<file path="src/rtl/osc_freq_meter.sv">
`default_nettype none
// ============================================================================
// Module      : osc_freq_meter
// Description : Ring-oscillator frequency meter. Counts synchronized rising
//               edges of osc_in over a gate window of GATE_CYCLES clk cycles
//               and reports the saturating edge count in the clk domain.
// Revision    : 1.0 - initial release
// ============================================================================
module osc_freq_meter #(
  parameter int GATE_CYCLES = 1024,
  parameter int CNT_W       = 16
) (
  input  logic             clk,
  input  logic             rst,
  input  logic             osc_in,
  input  logic             start,
  input  logic             continuous,
  output logic             busy,
  output logic             valid,
  output logic [CNT_W-1:0] count,
  output logic             overflow
);

  localparam int               GW        = $clog2(GATE_CYCLES);
  localparam logic [GW-1:0]    GATE_LAST = GW'(GATE_CYCLES - 1);
  localparam logic [CNT_W-1:0] CNT_MAX   = {CNT_W{1'b1}};

  typedef enum logic [0:0] {
    IDLE    = 1'b0,
    MEASURE = 1'b1
  } state_t;

  state_t           state_q, state_d;
  logic             s1_q, s2_q, s3_q;
  logic [GW-1:0]    gate_cnt_q, gate_cnt_d;
  logic [CNT_W-1:0] edge_cnt_q, edge_cnt_d;
  logic             sat_q, sat_d;
  logic             valid_q, valid_d;
  logic [CNT_W-1:0] count_q, count_d;
  logic             ovf_q, ovf_d;

  logic             w_rise;
  logic [CNT_W-1:0] w_edge_next;
  logic             w_sat_next;

  // Two-flop synchronizer plus delay flop; runs in every state so the edge
  // detector is primed before a window opens.
  always_ff @(posedge clk) begin
    if (rst) begin
      s1_q <= 1'b0;
      s2_q <= 1'b0;
      s3_q <= 1'b0;
    end else begin
      s1_q <= osc_in;
      s2_q <= s1_q;
      s3_q <= s2_q;
    end
  end

  assign w_rise = s2_q & ~s3_q;

  // Saturating edge counter step, including this cycle's rise.
  always_comb begin
    w_edge_next = edge_cnt_q;
    w_sat_next  = sat_q;
    if (w_rise) begin
      if (edge_cnt_q == CNT_MAX) begin
        w_sat_next = 1'b1;
      end else begin
        w_edge_next = edge_cnt_q + CNT_W'(1);
      end
    end
  end

  // State and result registers.
  always_ff @(posedge clk) begin
    if (rst) begin
      state_q    <= IDLE;
      gate_cnt_q <= '0;
      edge_cnt_q <= '0;
      sat_q      <= 1'b0;
      valid_q    <= 1'b0;
      count_q    <= '0;
      ovf_q      <= 1'b0;
    end else begin
      state_q    <= state_d;
      gate_cnt_q <= gate_cnt_d;
      edge_cnt_q <= edge_cnt_d;
      sat_q      <= sat_d;
      valid_q    <= valid_d;
      count_q    <= count_d;
      ovf_q      <= ovf_d;
    end
  end

  // Next-state logic: open a window on start, close it when the gate counter
  // reaches its last cycle, and either re-arm (continuous) or return to idle.
  always_comb begin
    state_d    = state_q;
    gate_cnt_d = gate_cnt_q;
    edge_cnt_d = edge_cnt_q;
    sat_d      = sat_q;
    valid_d    = 1'b0;
    count_d    = count_q;
    ovf_d      = ovf_q;
    case (state_q)
      IDLE: begin
        if (start) begin
          gate_cnt_d = '0;
          edge_cnt_d = '0;
          sat_d      = 1'b0;
          state_d    = MEASURE;
        end
      end
      MEASURE: begin
        if (gate_cnt_q == GATE_LAST) begin
          count_d    = w_edge_next;
          ovf_d      = w_sat_next;
          valid_d    = 1'b1;
          gate_cnt_d = '0;
          edge_cnt_d = '0;
          sat_d      = 1'b0;
          if (!continuous) begin
            state_d = IDLE;
          end
        end else begin
          gate_cnt_d = gate_cnt_q + GW'(1);
          edge_cnt_d = w_edge_next;
          sat_d      = w_sat_next;
        end
      end
      default: state_d = IDLE;
    endcase
  end

  assign busy     = (state_q == MEASURE);
  assign valid    = valid_q;
  assign count    = count_q;
  assign overflow = ovf_q;

endmodule
`default_nettype wire

</file>
<file path="config.mk">
export PLATFORM = sky130hd
export DESIGN_NAME = osc_freq_meter
export DESIGN_NICKNAME = d
export VERILOG_FILES = /design/src/rtl/osc_freq_meter.sv
export SDC_FILE = /design/constraint.sdc
export NUM_CORES = 1
export LEC_CHECK = 0
export ABC_AREA = 1
export CAP_MARGIN = 40
export CORE_UTILIZATION = 57
export CTS_CLUSTER_SIZE = 40
export DETAILED_ROUTE_END_ITERATION = 10
export DONT_BUFFER_PORTS = 1
export GPL_TIMING_DRIVEN = 0
export PLACE_DENSITY = 0.75
export RECOVER_POWER = 25
export SETUP_SLACK_MARGIN = 0.2
export SLEW_MARGIN = 0
export SYNTH_ARGS = -nofsm -noshare
export SYNTH_HDL_FRONTEND = slang
export SYNTH_SLANG_ARGS = --single-unit
</file>
<file path="constraint.sdc">
create_clock -name clk -period 1.43 [get_ports clk]
set_input_delay 0.286 -clock clk [delete_from_list [all_inputs] [get_ports clk]]
set_output_delay 0.286 -clock clk [all_outputs]
set_load 0.05 [all_outputs]
</file>
; Yosys cells after proc, flatten, opt, wreduce, memory -nomap -nowiden
; Cells that the tools add are included.
[word_totals]
register_bits = 49
latch_bits = 0
ram_bits = 0
rom_bits = 0
inputBits = 5
out_inout_bits = 19
word_cells = 38
n_memories = 0
[op_classes]
add_sub_neg = 2
multipliers = 0
div_mod_pow = 0
n_lt_le_gt_ge = 0
n_eq_ne = 3
shifts = 0
mux = 18
n_bitwise = 3
reduce_logical = 2
[op_table]
columns = op, n
row1 = 2-to-1 mux 16 bit, 4
row2 = case mux 16 bit (2 select lines), 1
row3 = 2-to-1 mux 10 bit, 2
row4 = case mux 10 bit (2 select lines), 1
row5 = "adder 16 x 1 -> 16 bit, second input constant", 1
row6 = "== test 16 bit, second input constant", 1
row7 = "adder 10 x 1 -> 10 bit, second input constant", 1
row8 = "== test 10 bit, second input constant", 1
row9 = 2-to-1 mux 1 bit, 8
row10 = case mux 1 bit (2 select lines), 2
row11 = "!= test 2 bit, second input constant", 1
row12 = NOT 1 bit, 2
row13 = AND reduction 2 bit, 1
row14 = OR reduction 2 bit, 1
row15 = bitwise AND 1 bit, 1

; Depth between registers and ports, before layout
; Gate-level depths: netlist of run 1.
[depth]
word_depth = 5
mapped_depth = 12
mapped_depth_nobuf = 12

; Worst setup path before layout of run 1
; No wires, ideal clock.
[synth_path]
kind = reg2reg
from = register edge_cnt_q[0]
to = register count_q[1] (netlist: count[1])
setup_time_ns = 0.114
t_arrival_ns = 1.414
t_required_ns = 1.316
path_slack_ns = -0.098
path_stages_with_launch = 13
path_buffers = 0
period_less_slack_ns = 1.528
cell_sequence = dfxtp_1 > ha_1 > nand2_1 > nor2_4 > nand2_4 > nor2_8 > nand2_4 > nand2_1 > nand2_1 > nand2_1 > nand2_1 > nand2_1 > nor2_1
[synth_between]
elab_chain_cells = 3
elab_cells_between_ends = 4
classes_between = 1 x add/sub / 1 x eq/ne / 2 x mux
[synth_lines]
columns = element, line
row1 = start: declaration, 36  ; logic [CNT_W-1:0] edge_cnt_q, edge_cnt_d;
row2 = start signal: assignment, 88  ; edge_cnt_q <= edge_cnt_d;
row3 = adder 16 x 1 -> 16 bit / == test 16 bit (equally long branches), "70, 67"
row4 = 2-to-1 mux 16 bit *, 67  ; if (edge_cnt_q == CNT_MAX) begin
row5 = 2-to-1 mux 16 bit *, 66  ; if (w_rise) begin
row6 = end signal: assignment, 91  ; count_q <= count_d;
row7 = end: declaration, 39  ; logic [CNT_W-1:0] count_q, count_d;
; Every way passes the cells marked *; elsewhere a longest branch is shown, timed or not.
; A chain may end at the register's enable or synchronous reset.

; Final worst setup path of run 1
[layout_path]
from = register gate_cnt_q[0]
to = register count_q[11] (netlist: count[11])
[layout_between]
elab_chain_cells = 2
[layout_lines]
columns = element, line
row1 = start: declaration, 35  ; logic [GW-1:0] gate_cnt_q, gate_cnt_d;
row2 = start signal: assignment, 87  ; gate_cnt_q <= gate_cnt_d;
row3 = == test 10 bit, 116  ; if (gate_cnt_q == GATE_LAST) begin
row4 = AND reduction 2 bit (no line), n/a
; Every way passes these cells.

==> run_results.csv, run 1 <==
group,metric,value,unit
timing,min_period_over_period,115,%
run_status,violations,"setup timing",
placed_design,port_buffers,0,
timing,max_freq,0.609,GHz
setup_path,path_common_cell,"nor2_4",
yosys,ys_seq_area_share,37.1,%
drt,drc,0,
drt,wl_per_cell,17.3,µm
timing,setup_tns,-5.50,ns
timing,hold_violations,0,
min_path,hp-class,"input port to flip-flop",
die,die_x,70.1,µm
setup_path,path_class,"flip-flop to flip-flop",
clock_network,clk_latency,0.31,ns
setup_path,r2r_setup_slack,-0.21,ns
drt,wl,8430,µm
setup_path,critPathLaunchType,"flip-flop",
timing,drv_slew,0,
grt,overflow,0,
die,rows,24,
setup_path,critPathBufInv,3,
pwr,ir_drop,0.000660,V
placed_design,hpwl,4530,µm
die,initial_core_util,59.9,%
min_path,min_path_cells,2,
clock_network,htree_levels,2,
clock_network,clk_path_buf_depth,2,
grt,grt_max_degree,15,
drt,drt_iter0_drc,317,
die,boundaryPins,24,
setup_path,crit_fanout,5,
setup_path,cpPeakStageDelay,0.37,ns
setup_path,r2r.worst_path.cells,11,
layout,syn_to_final_growth,33.5,%
yosys,synth-seq-cells,49,
placed_design,place_ws,-0.177,ns
timing,slew_headroom,53.1,%
drt,vias_per_cell,5.96,
clock_network,root_buffer,"clkbuf_8",
setup_path,path_cells,"ha_4 > nand2_4 > nor2_4 > nand4_4 > nor2_4 > buf_6 > buf_8 > nor2_4 > nor2_1 > nand2_1 > inv_1",
grt,antenna_found_initial,0,
die,dieArea,4920,µm²
yosys,synth_cells,401,
clock_network,cts_buffers,5,
clock_network,clk_pin_slew,0.09,ns
timing,rsz0062_at_grt,"true",
layout,final_area,3530,µm²
flow_run,drv_cap,0,
layout,fin_util,80.0,%
grt,grt_pass1_wl,12500,µm
placed_design,placed_area,2770,µm²
timing,finalClockSkew,0.00809,ns
setup_path,path_depth,11,
drt,vias,2904,
setup_path,slowest_stage,"dfxtp_4",
setup_path,crit_path_end_kind,"flip-flop",
clock_network,hold_buffers,0,
run_status,status,"finished with violations",
min_path,min_from,"osc_in",
setup_path,cp_data_arrival_time,1.90,ns
grt,top_usage_layer,"met2",
die,coreArea,4410,µm²
placed_design,placedCellCount,453,
placed_design,place.gp.congestion,0.975,
drt,drt-pass1-iter-count,5,
clock_network,cts.sinks,49,
setup_path,regToRegEndpoint,"count[11]$_SDFFE_PP0P_",
layout,n_antenna_cell,0,
yosys,ys.warnings.count,0,
die,die_h,70.1,µm
grt,grtUsageMet3,6.93,%
pwr,powerDensity,750,nW/µm²
setup_path,reg2reg_from,"gate_cnt_q[0]$_SDFFE_PP0P_",
yosys,syn_nets,408,
yosys,syn_area,2650,µm²
grt,grt_use_met1,41.3,%
min_path,hold_path_end,"s1_q$_SDFF_PP0_",
timing,fin_ws,-0.212,ns
setup_path,path_delay_family,"simple AND/OR/NAND/NOR gates",
timing,timing.hold.ws,0.0782,ns
yosys,ys_types,35,
pwr,power.leakage,1.52,nW
pwr,total_power,2.65,mW
layout,fin_cells,487,
clock_network,cts_tree,"done",
layout,nets,441,
drt,postRouteAntennaNets,0,
grt,grt.total_usage,32.7,%
timing,worst_pin_slew,0.704,ns
grt,grt_pass1_vias,2604,
grt,grt_use_met2,55.1,%
timing,setup_viol,41,
timing,period_minus_slack,1.64,ns
yosys,postSynthAreaPerCell,6.60,µm²
layout,drive_above_1_share,37.2,%
setup_path,required,1.69,ns
[cells in the final DEF (no fill, tap or decap), types with 12 or more instances in the layout]
cell,count
a21oi_1,22
buf_4,17
dfxtp_1,20
dfxtp_2,24
inv_1,40
nand2_1,101
nand2_2,15
nand3_1,21
nor2_1,31
nor2_4,16
o21ai_2,12
[how the worst max path moves through the flow]
stage	slack [ns]	start	endpoint
final	-0.21	gate_cnt_q[0]$_SDFFE_PP0P_	count[11]$_SDFFE_PP0P_
after global routing	-0.30	gate_cnt_q[0]$_SDFFE_PP0P_	count[11]$_SDFFE_PP0P_
after CTS	-0.07	edge_cnt_q[1]$_SDFFE_PP0P_	edge_cnt_q[3]$_SDFFE_PP0P_
after detailed placement	-0.18	gate_cnt_q[0]$_SDFFE_PP0P_	edge_cnt_q[11]$_SDFFE_PP0P_
after global placement	-0.17	gate_cnt_q[0]$_SDFFE_PP0P_	edge_cnt_q[11]$_SDFFE_PP0P_
after floorplan	0.01	gate_cnt_q[1]$_SDFFE_PP0P_	count[13]$_SDFFE_PP0P_
[power breakdown]
group	internal (mW)	switching, mW
logic	0.0808	0.141
registers	1.37	0.0242
clock network	0.571	0.462
[cell usage after synthesis (all sizes together)]
cell | n | area (µm²)
a31oi | 2 | 12.5
a21oi | 31 | 163
nor3b | 1 | 7.51
inv | 44 | 165
nand2 | 125 | 494
a221oi | 1 | 8.76
clkbuf | 4 | 15.0
buf | 11 | 71.3
nor3 | 3 | 15.0
nand3b | 4 | 33.8
ha | 2 | 25.0
o21bai | 1 | 7.51
xnor2 | 1 | 8.76
or2 | 1 | 6.26
nand3 | 29 | 150
dfxtp | 49 | 981
clkinv | 1 | 3.75
nand4 | 5 | 37.5
xor2 | 3 | 26.3
o21ai | 27 | 135
nor2 | 55 | 270
a21o | 1 | 7.51
[state kept, by name (all words and copies together), names as in the netlist]
name	count
valid	1
count	16
busy	1
overflow	1
s1_q	1
sat_q	1
s2_q	1
gate_cnt_q	10
edge_cnt_q	16
s3_q	1
[final cells by class]
type | count | area (µm²)
inverters | 45 | 175
clock buffers | 7 | 86.3
fillers | 274 | 883
plain buffers | 15 | 124
multi-input cells | 292 | 1750
flip-flops and latches | 49 | 1030
repair buffers | 26 | 273
well taps | 52 | 65.1
clock inverters | 1 | 30.0
[per-layer routing]
layer | vias up | share of wire [%]
li1 | 1345 | -
met1 | 1355 | 38
met2 | 178 | 50
met3 | 26 | 9.4
met4 | 0 | 2.4
met5 | - | 0
[repair_timing]
action,4_1_cts,5_1_grt
gates cloned,4,0
resized for setup,89,57
setup buffers,19,3
endpoints found under the hold margin,0,0
pin swaps,10,12
endpoints found under the setup margin,62,48
[logic make-up (layout without fill, tap and decap cells)]
| logic type | Yosys count | count (layout) | share of synthesized area (%) |
|---|---|---|---|
| AOI/OAI and AO/OA | 63 | 63 | 12.6 |
| xor gates and xnor gates | 4 | 4 | 1.32 |
| adders and majority gates | 2 | 2 | 0.946 |
| buffers and inverters | 60 | 94 | 9.65 |
| DFF | 49 | 49 | 37.1 |
| and+or+nand+nor | 223 | 223 | 38.4 |
(Power assumes the default switching activity.)
==> run 2: changes to the inputs <==
- CTS_CLUSTER_SIZE: 40 -> 24
- GPL_TIMING_DRIVEN: 0 -> unset
==> run 2 against run 1 <==
Net effect:
- the run still ends with setup timing left
- wire length fell by 14%
- sequential share of layout area fell by 0.53 points
- sequential power barely moved
- via count fell by 5.0%
- clock skew fell by 0.0022 ns
- critical path depth fell by 3
- clock power fell by 17%
- non-clock buffer count rose by 20
- critical endpoint is now count[15]$_SDFFE_PP0P_
- highest routed layer unchanged
==> run_results.csv, run 2 (synthesis gave the netlist of run 1 again) <==
group,metric,value,unit
timing,rsz0062_at_grt,"true",
placed_design,hpwl,4820,µm
flow_run,drv_cap,0,
pwr,total_power,2.41,mW
run_status,violations,"setup timing",
layout,fin_cells,507,
drt,drt-pass1-iter-count,6,
layout,syn_to_final_growth,33.0,%
pwr,p_int,1.79,mW
die,die_h,70.1,µm
layout,final_cell_mix,"104 x nand2_1, 50 x buf_4, 41 x nor2_1",
grt,grt_use_met2,48.3,%
layout,layout_commonest_cell,"nand2_1",
setup_path,cp_data_arrival_time,1.76,ns
timing,min_period_over_period,108,%
pwr,seq_power_share,57.5,%
timing,fin_ws,-0.118,ns
drt,wl,7250,µm
die,die_x,70.1,µm
setup_path,path_class,"flip-flop to flip-flop",
timing,hold_violations,0,
grt,top_usage_layer,"met2",
timing,worst_pin_slew,0.469,ns
drt,postRouteAntennaNets,0,
die,rows,24,
run_status,status,"finished with violations",
clock_network,cts_tree,"done",
layout,drive_above_1_share,34.5,%
grt,grtUsageMet3,4.47,%
drt,vias,2759,
grt,grt.total_usage,29.1,%
clock_network,clk_latency,0.31,ns
pwr,ir_drop,0.000497,V
clock_network,htree_levels,2,
timing,max_freq,0.646,GHz
die,coreArea,4410,µm²
drt,wl_per_cell,14.3,µm
clock_network,cts.sinks,49,
clock_network,root_buffer,"clkbuf_8",
placed_design,port_buffers,0,
clock_network,clk_path_buf_depth,2,
die,boundaryPins,24,
timing,slew_headroom,68.7,%
clock_network,cts_buffers,5,
pwr,netSwitchingPower,0.618,mW
setup_path,crit_fanout,6,
layout,fin_util,79.7,%
setup_path,required,1.64,ns
timing,drv_slew,0,
layout,n_antenna_cell,0,
pwr,power.leakage,1.58,nW
drt,drt_iter0_drc,300,
placed_design,place.gp.congestion,0.967,
pwr,combPwrFrac,7.2,%
clock_network,clk_pin_slew,0.09,ns
drt,drc,0,
die,dieArea,4920,µm²
grt,overflow,0,
layout,nets,461,
min_path,hp-class,"input port to flip-flop",
grt,grt_pass1_vias,2517,
pwr,switching_share,25.6,%
setup_path,crit_path_end_kind,"flip-flop",
timing,setup_viol,34,
grt,grt_use_met1,39.1,%
timing,period_minus_slack,1.55,ns
placed_design,placedCellCount,493,
pwr,powerDensity,686,nW/µm²
grt,antenna_found_initial,0,
grt,grt_pass1_wl,11600,µm
pwr,clkPwrFrac,35.3,%
die,initial_core_util,59.9,%
grt,grt_max_degree,39,
timing,finalClockSkew,0.00589,ns
setup_path,critPathLaunchType,"flip-flop",
drt,vias_per_cell,5.44,
[run 2: cell types whose count changed in the layout (fill, tap and decap cells not counted), moves of 4 or more]
cell      delta
o21ai_1      +5
dfxtp_2      -9
o21ai_2      -8
nor2_4       -9
buf_4       +33
nor2_1      +10
clkbuf_1     -5
buf_8        -4
dfxtp_1     +12
[run 2: layout make-up]
class                           instances  area (µm²)
Clock buffer                            5        68.8
Clock inverter                          3        25.0
Fill cell                             319         897
Inverter                               45         171
Multi-Input combinational cell        292        1650
Sequential cell                        49        1010
Tap cell                               52        65.1
Timing Repair Buffer                   61         526
[run 2: power by group through the flow]
| stage | Combinational (mW) | Clock [mW] | Sequential, mW |
|---|---|---|---|
| final | 0.173 | 0.851 | 1.39 |
| after global routing | 0.186 | 0.908 | 1.39 |
| after CTS | 0.159 | 0.874 | 1.39 |
| after detailed placement | 0.151 | 0 | 1.42 |
| after global placement | 0.149 | 0 | 1.42 |
| after floorplan | 0.0925 | 0 | 1.43 |
[run 2: timing repair]
item | CTS | global route
gates resized for setup | 32 | 45
setup buffers | 2 | 4
setup endpoints to repair | 51 | 47
hold buffers | 0 | 0
pin swaps | 9 | 21
hold endpoints to repair | 0 | 0
[run 2: worst max-delay path, stage by stage (launching register included)]
cell and delay, ns:
dfxtp_2 0.42, buf_4 0.14, nand3_1 0.10, nor3_1 0.26, nand3_1 0.13, nand2_1 0.13, nand3_4 0.09, nor2_1 0.12
nor2_1 0.05
[run 2: stage by stage]
stage                     hold WS [ns]  instance area (µm²)  TNS, ns  worst slack, ns
final                           0.0242                 3520    -1.50           -0.118
after global routing            0.0131                 3520    -4.67           -0.207
after CTS                       0.0210                 3320   -0.495          -0.0615
after detailed placement         0.355                 3120   -0.672          -0.0827
after global placement           0.352                 3120  -0.0430          -0.0163
after floorplan                  0.388                 2710        0           0.0104
[run 2: worst paths after layout]
path | startpoint | to | depth (start not counted) | slack, ns
hold / removal | rst | edge_cnt_q[7]$_SDFFE_PP0P_ | 1 | 0.02
setup / recovery | edge_cnt_q[2]$_SDFFE_PP0P_ | count[15]$_SDFFE_PP0P_ | 8 | -0.12
setup reg to reg | edge_cnt_q[2]$_SDFFE_PP0P_ | count[15]$_SDFFE_PP0P_ | 8 | -0.12
hold reg to reg | s1_q$_SDFF_PP0_ | s2_q$_SDFF_PP0_ | 2 | 0.42
[run 2: layer usage]
| layer | routed length (µm) | up-vias |
|---|---|---|
| met5 | 0 | - |
| met4 | 173 | 0 |
| met3 | 391 | 18 |
| met2 | 3550 | 108 |
| met1 | 3140 | 1260 |
| li1 | - | 1373 |
==> run 3: changes to the inputs <==
- CORE_UTILIZATION: 57 -> 35
- CTS_CLUSTER_SIZE: 24 -> unset
- PLACE_DENSITY: 0.75 -> unset
- clock period: 1.43 -> 1.7 ns (I/O delays scaled with it)
==> run 3 against run 2 <==
Net effect:
- the flow now finishes without violations
- via count fell by 9.1%
- first-iteration DRC count shrank 32%
- wire length shrank 10%
- register-to-register slack improved by 0.25 ns
- clock power is 20% lower
- combinational power down 29%
- sequential share of layout area grew 3.2 points
- setup slack improved by 0.25 ns
- flip-flop and latch count unchanged
- critical path depth rose by 1
- largest power group unchanged
- core utilization shrank 37 points
- sequential power shrank 16%
==> run_results.csv, run 3 (synthesis gave the netlist of run 1 again) <==
group,metric,value,unit
setup_path,critPathBufInv,2,
setup_path,path_delay_family,"simple AND/OR/NAND/NOR gates",
setup_path,slowest_stage,"dfxtp_2",
layout,final_cell_mix,"109 x nand2_1, 40 x inv_1, 39 x nor2_1",
clock_network,clk_pin_slew,0.09,ns
flow_run,drv_cap,0,
timing,min_period_over_period,92.4,%
setup_path,cp_data_arrival_time,1.82,ns
clock_network,root_buffer,"clkbuf_8",
setup_path,critPathLaunchType,"flip-flop",
setup_path,path_common_cell,"nor2_4",
placed_design,hpwl,4400,µm
layout,syn_to_final_growth,18.3,%
drt,wl,6520,µm
grt,overflow,0,
layout,drive_above_1_share,21.5,%
timing,drv_slew,0,
pwr,ir_drop,0.000289,V
grt,antenna_found_initial,0,
timing,worst_pin_slew,0.531,ns
min_path,hp-class,"input port to flip-flop",
die,dieArea,7910,µm²
setup_path,crit_fanout,6,
timing,timing.hold.ws,0.0922,ns
pwr,power.leakage,1.35,nW
run_status,status,"finished, final reports clean",
die,coreArea,7290,µm²
drt,drt_iter0_drc,203,
setup_path,cpPeakStageDelay,0.37,ns
setup_path,required,1.95,ns
pwr,total_power,1.97,mW
clock_network,clk_latency,0.30,ns
pwr,powerDensity,630,nW/µm²
clock_network,cts.sinks,49,
layout,multi_input_area,1520,µm²
layout,layout_commonest_cell,"nand2_1",
timing,setup_tns,0,ns
clock_network,clk_path_buf_depth,2,
setup_path,crit_path_end_kind,"flip-flop",
clock_network,htree_levels,2,
drt,wl_per_cell,12.5,µm
timing,rsz0062_at_grt,"true",
timing,setup_viol,0,
layout,nets,429,
drt,drc,0,
timing,max_freq,0.636,GHz
grt,grt_pass1_wl,11100,µm
die,initial_core_util,36.3,%
drt,vias_per_cell,4.80,
clock_network,cts_tree,"done",
timing,period_minus_slack,1.57,ns
timing,finalClockSkew,0.0102,ns
grt,grt.total_usage,18.3,%
placed_design,place.gp.congestion,0.835,
drt,drt-pass1-iter-count,4,
die,rows,31,
timing,slew_headroom,64.6,%
layout,seqCellArea,996,µm²
layout,n_antenna_cell,0,
die,boundaryPins,24,
placed_design,port_buffers,0,
grt,grt_max_degree,39,
grt,grt_pass1_vias,2296,
setup_path,path_class,"flip-flop to flip-flop",
die,die_x,88.9,µm
drt,vias,2508,
setup_path,path_cells,"ha_4 > nand2_4 > nor2_4 > nand4_4 > nor2_4 > buf_6 > o21ai_1 > a21o_1 > inv_1",
clock_network,cts_buffers,5,
layout,fillCellCount,781,
drt,postRouteAntennaNets,0,
timing,hold_violations,0,
die,die_h,88.9,µm
## run 3: changes by cell type in the layout (fill, tap and decap cells not counted), sizes merged
cell,previous run,this run
buf,61,28
clkbuf,5,8
inv,46,44
## run 3: path summary, 6_finish.rpt
| check | start | end | slack (ns) | cells past startpoint |
|---|---|---|---|---|
| setup / recovery | gate_cnt_q[0]$_SDFFE_PP0P_ | count[0]$_SDFFE_PP0P_ | 0.13 | 9 |
| hold / removal | rst | gate_cnt_q[1]$_SDFFE_PP0P_ | 0.09 | 1 |
| setup reg to reg | gate_cnt_q[0]$_SDFFE_PP0P_ | count[0]$_SDFFE_PP0P_ | 0.13 | 9 |
| hold reg to reg | s1_q$_SDFF_PP0_ | s2_q$_SDFF_PP0_ | 0.41 | 2 |
## run 3: per-layer routing
layer	global-route usage (%)	wire [µm]
met5	0	0
met4	4.33	55
met3	3.88	286
met2	31.3	3120
met1	23.6	3060
## run 3: per-stage QoR
stage	utilization (%)	instance area, µm²	setup WS (ns)	std cells
global route	42.9	3130	0.0216	522
global placement	38.7	2820	0.109	501
detailed placement	38.7	2820	0.0858	501
CTS	41.6	3030	0.177	517
floorplan	-	2650	0.209	401
finish	42.9	3130	0.129	522
## run 3: where the power goes
part / total, mW / switching (mW) / internal, mW / leakage [nW]
clock: 0.680 / 0.388 / 0.292 / 0.0385
combinational: 0.122 / 0.0772 / 0.0449 / 0.908
sequential: 1.17 / 0.0114 / 1.16 / 0.402
total: 1.97 / 0.476 / 1.49 / 1.35
## run 3: final cells by class
type                    instances  area share, %
repair buffers                 29           7.64
clock inverters                 1          0.240
inverters                      45           5.48
flip-flops and latches         49           31.8
multi-input cells             292           48.4
well taps                      99           3.96
clock buffers                   7           2.44
## run 3: timing repair
action,4_1_cts,5_1_grt
gates cloned,2,0
pin swaps,12,14
hold buffers,0,0
gates resized for setup,21,24
buffers inserted,6,5
setup endpoints to repair,36,35
==> RTL edit (flow settings as in run 1) <==
Put one more register stage on the output `count`, without a reset. The value now appears one clock later. The other outputs are not delayed to match.
--- a/src/rtl/osc_freq_meter.sv
+++ b/src/rtl/osc_freq_meter.sv
@@ -136,5 +136,7 @@
   assign busy     = (state_q == MEASURE);
   assign valid    = valid_q;
-  assign count    = count_q;
+  always_ff @(posedge clk) begin
+    count <= count_q;
+  end
   assign overflow = ovf_q;
 
Check against the original RTL: same outputs for any inputs over 10 cycles, from zero or initial values and one cycle with rst high; that may be too few to reach the edited logic, so the function may still have changed.
==> RTL edit against run 1 <==
The flow still finishes with violations (negative setup slack). Routed wire length grew 25%. Area after synthesis increased by 10%. Total power is 49% higher. Design area rose by 18%. Setup slack lost 0.030 ns. Critical path depth down 1. Sequential power grew 31%. First-iteration DRC count increased by 3.5%. Clock skew increased by 0.0040 ns. Sequential cell count grew 16. Critical endpoint is now gate_cnt_q[5]. Highest routed layer unchanged.
==> RTL edit: results (changes against run 1) <==
Worst Hold Class -> input pin to register
Failing checks -> negative setup slack
Routed wl met3 -> 886 µm (+12%)
Final nets -> 472 (+7.0%)
Via count -> 3259 (+12%)
Crit. Startpoint -> gate_cnt_q[3]
Skew-Pair Late Insertion Delay -> 0.36 ns (+0.05 ns)
Detailed Place HPWL -> 4860 µm (+7.4%)
Worst EP arrival -> 1.88 ns (-0.02 ns)
Unique masters post-synth -> 31 (-11%)
Antenna cells -> 0 (unchanged)
H-tree lvl count -> 3 (+1)
Slowest-stage cell, CP -> dfxtp_4
Status -> complete, but fails checks
First-pass GRT wire length -> 13900 µm (+11%)
Peak supply drop -> 0.998 mV (+51%)
CTS Buf Count -> 9 (+4)
Top post-synthesis cells by count -> 118 x nand2_1, 65 x dfxtp_1, 57 x nor2_1
Switching Fraction -> 23.6% (-0.092 points)
PnR worst setup slack -> -0.242 ns (-0.0297 ns)
Top sig layer -> met4
LEAKAGE -> 1.72 nW (+14%)
Final setup skew -> 0.0121 ns (+0.00400 ns)
Layout cells sized above 1 -> 43.0% (+5.7 points)
Met2 WL -> 5100 µm (+21%)
Largest net degree at the start of global routing -> 12 (-3)
Drt total wl -> 10600 µm (+25%)
Rel. slew slack -> 52.3% (-0.79 points)
Synth area leaders -> dfxtp_1 45%, nand2_1 15%, nor2_1 7.3%
Vias in the first global route -> 2824 (+8.4%)
Gr usage total -> 34.8% (+2.1 points)
Largest stage delay on the critical path -> 0.39 ns (+0.02 ns)
Metal-1 WL -> 4010 µm (+25%)
1st-iter DRT viols -> 328 (+3.5%)
RePlAce Congestion -> 1.01 (+3.5%)
Setup violations, final -> 41 (unchanged)
Synth Net Count -> 421 (+3.2%)
Post-synth ARST share -> 0% (unchanged)
Sequential fraction of the synthesis area -> 44.6% (+7.5 points)
Clk slew on worst S/H paths -> 0.08 ns
## RTL edit: through the flow
stage	setup TNS, ns	instances	instance area, µm²	setup WS [ns]	hold slack [ns]
after floorplan	0	414	3030	0.0874	0.326
after global placement	-4.13	481	3110	-0.166	0.331
after detailed placement	-4.91	481	3110	-0.209	0.333
after CTS	-0.794	527	3870	-0.0828	0.0523
after global routing	-7.71	537	4150	-0.260	0.0500
final	-6.46	537	4150	-0.242	0.0419
## RTL edit: worst paths after layout
path | end | depth (start not counted)
hold reg to reg | count[2] | 0
setup reg to reg | gate_cnt_q[5] | 10
hold / removal | s1_q | 2
setup / recovery | gate_cnt_q[5] | 10
## RTL edit: kinds of logic after synthesis
family / after synthesis / synth area share [%]
DFF: 65 / 44.6
and+or+nand+nor: 235 / 35.6
buffers and inverters: 53 / 7.64
adders and majority gates: 2 / 0.858
xor gates and xnor gates: 3 / 0.901
AOI/OAI and AO/OA: 56 / 10.4
## RTL edit: routing by layer
metal,up-vias,track usage (%)
li1,1425,-
met1,1536,42.6
met2,230,55.6
met3,68,8.37
met4,0,20.7
met5,-,0
## RTL edit: final cells by class
| class | count | area (µm²) |
|---|---|---|
| plain buffers | 14 | 120 |
| clock buffers | 12 | 165 |
| clock inverters | 4 | 73.8 |
| fillers | 257 | 663 |
| inverters | 39 | 160 |
| multi-input cells | 296 | 1800 |
| flip-flops and latches | 65 | 1390 |
| well taps | 67 | 83.8 |
| repair buffers | 40 | 368 |
## RTL edit: power groups by stage
stage          combinational, mW  sequential (mW)  clock (mW)
2_1_floorplan             0.0872             1.88           0
3_3_place_gp               0.122             1.88           0
3_5_place_dp               0.124             1.88           0
4_1_cts                    0.194             1.83        1.84
5_1_grt                    0.229             1.82        1.95
6_report                   0.223             1.82        1.89
## RTL edit: repair_timing
item	CTS	global route
setup endpoints to repair	63	44
gates cloned	2	1
pin swaps	23	26
gates resized for setup	103	52
buffers inserted	28	9
## RTL edit: worst max-delay path: cells and delay by family (launching register included)
kind,cells,cell delay [ns]
buffers and inverters,3,0.44
AND/OR/NAND/NOR,6,0.58
AO/OA/AOI/OAI,1,0.11
flip-flops,1,0.39
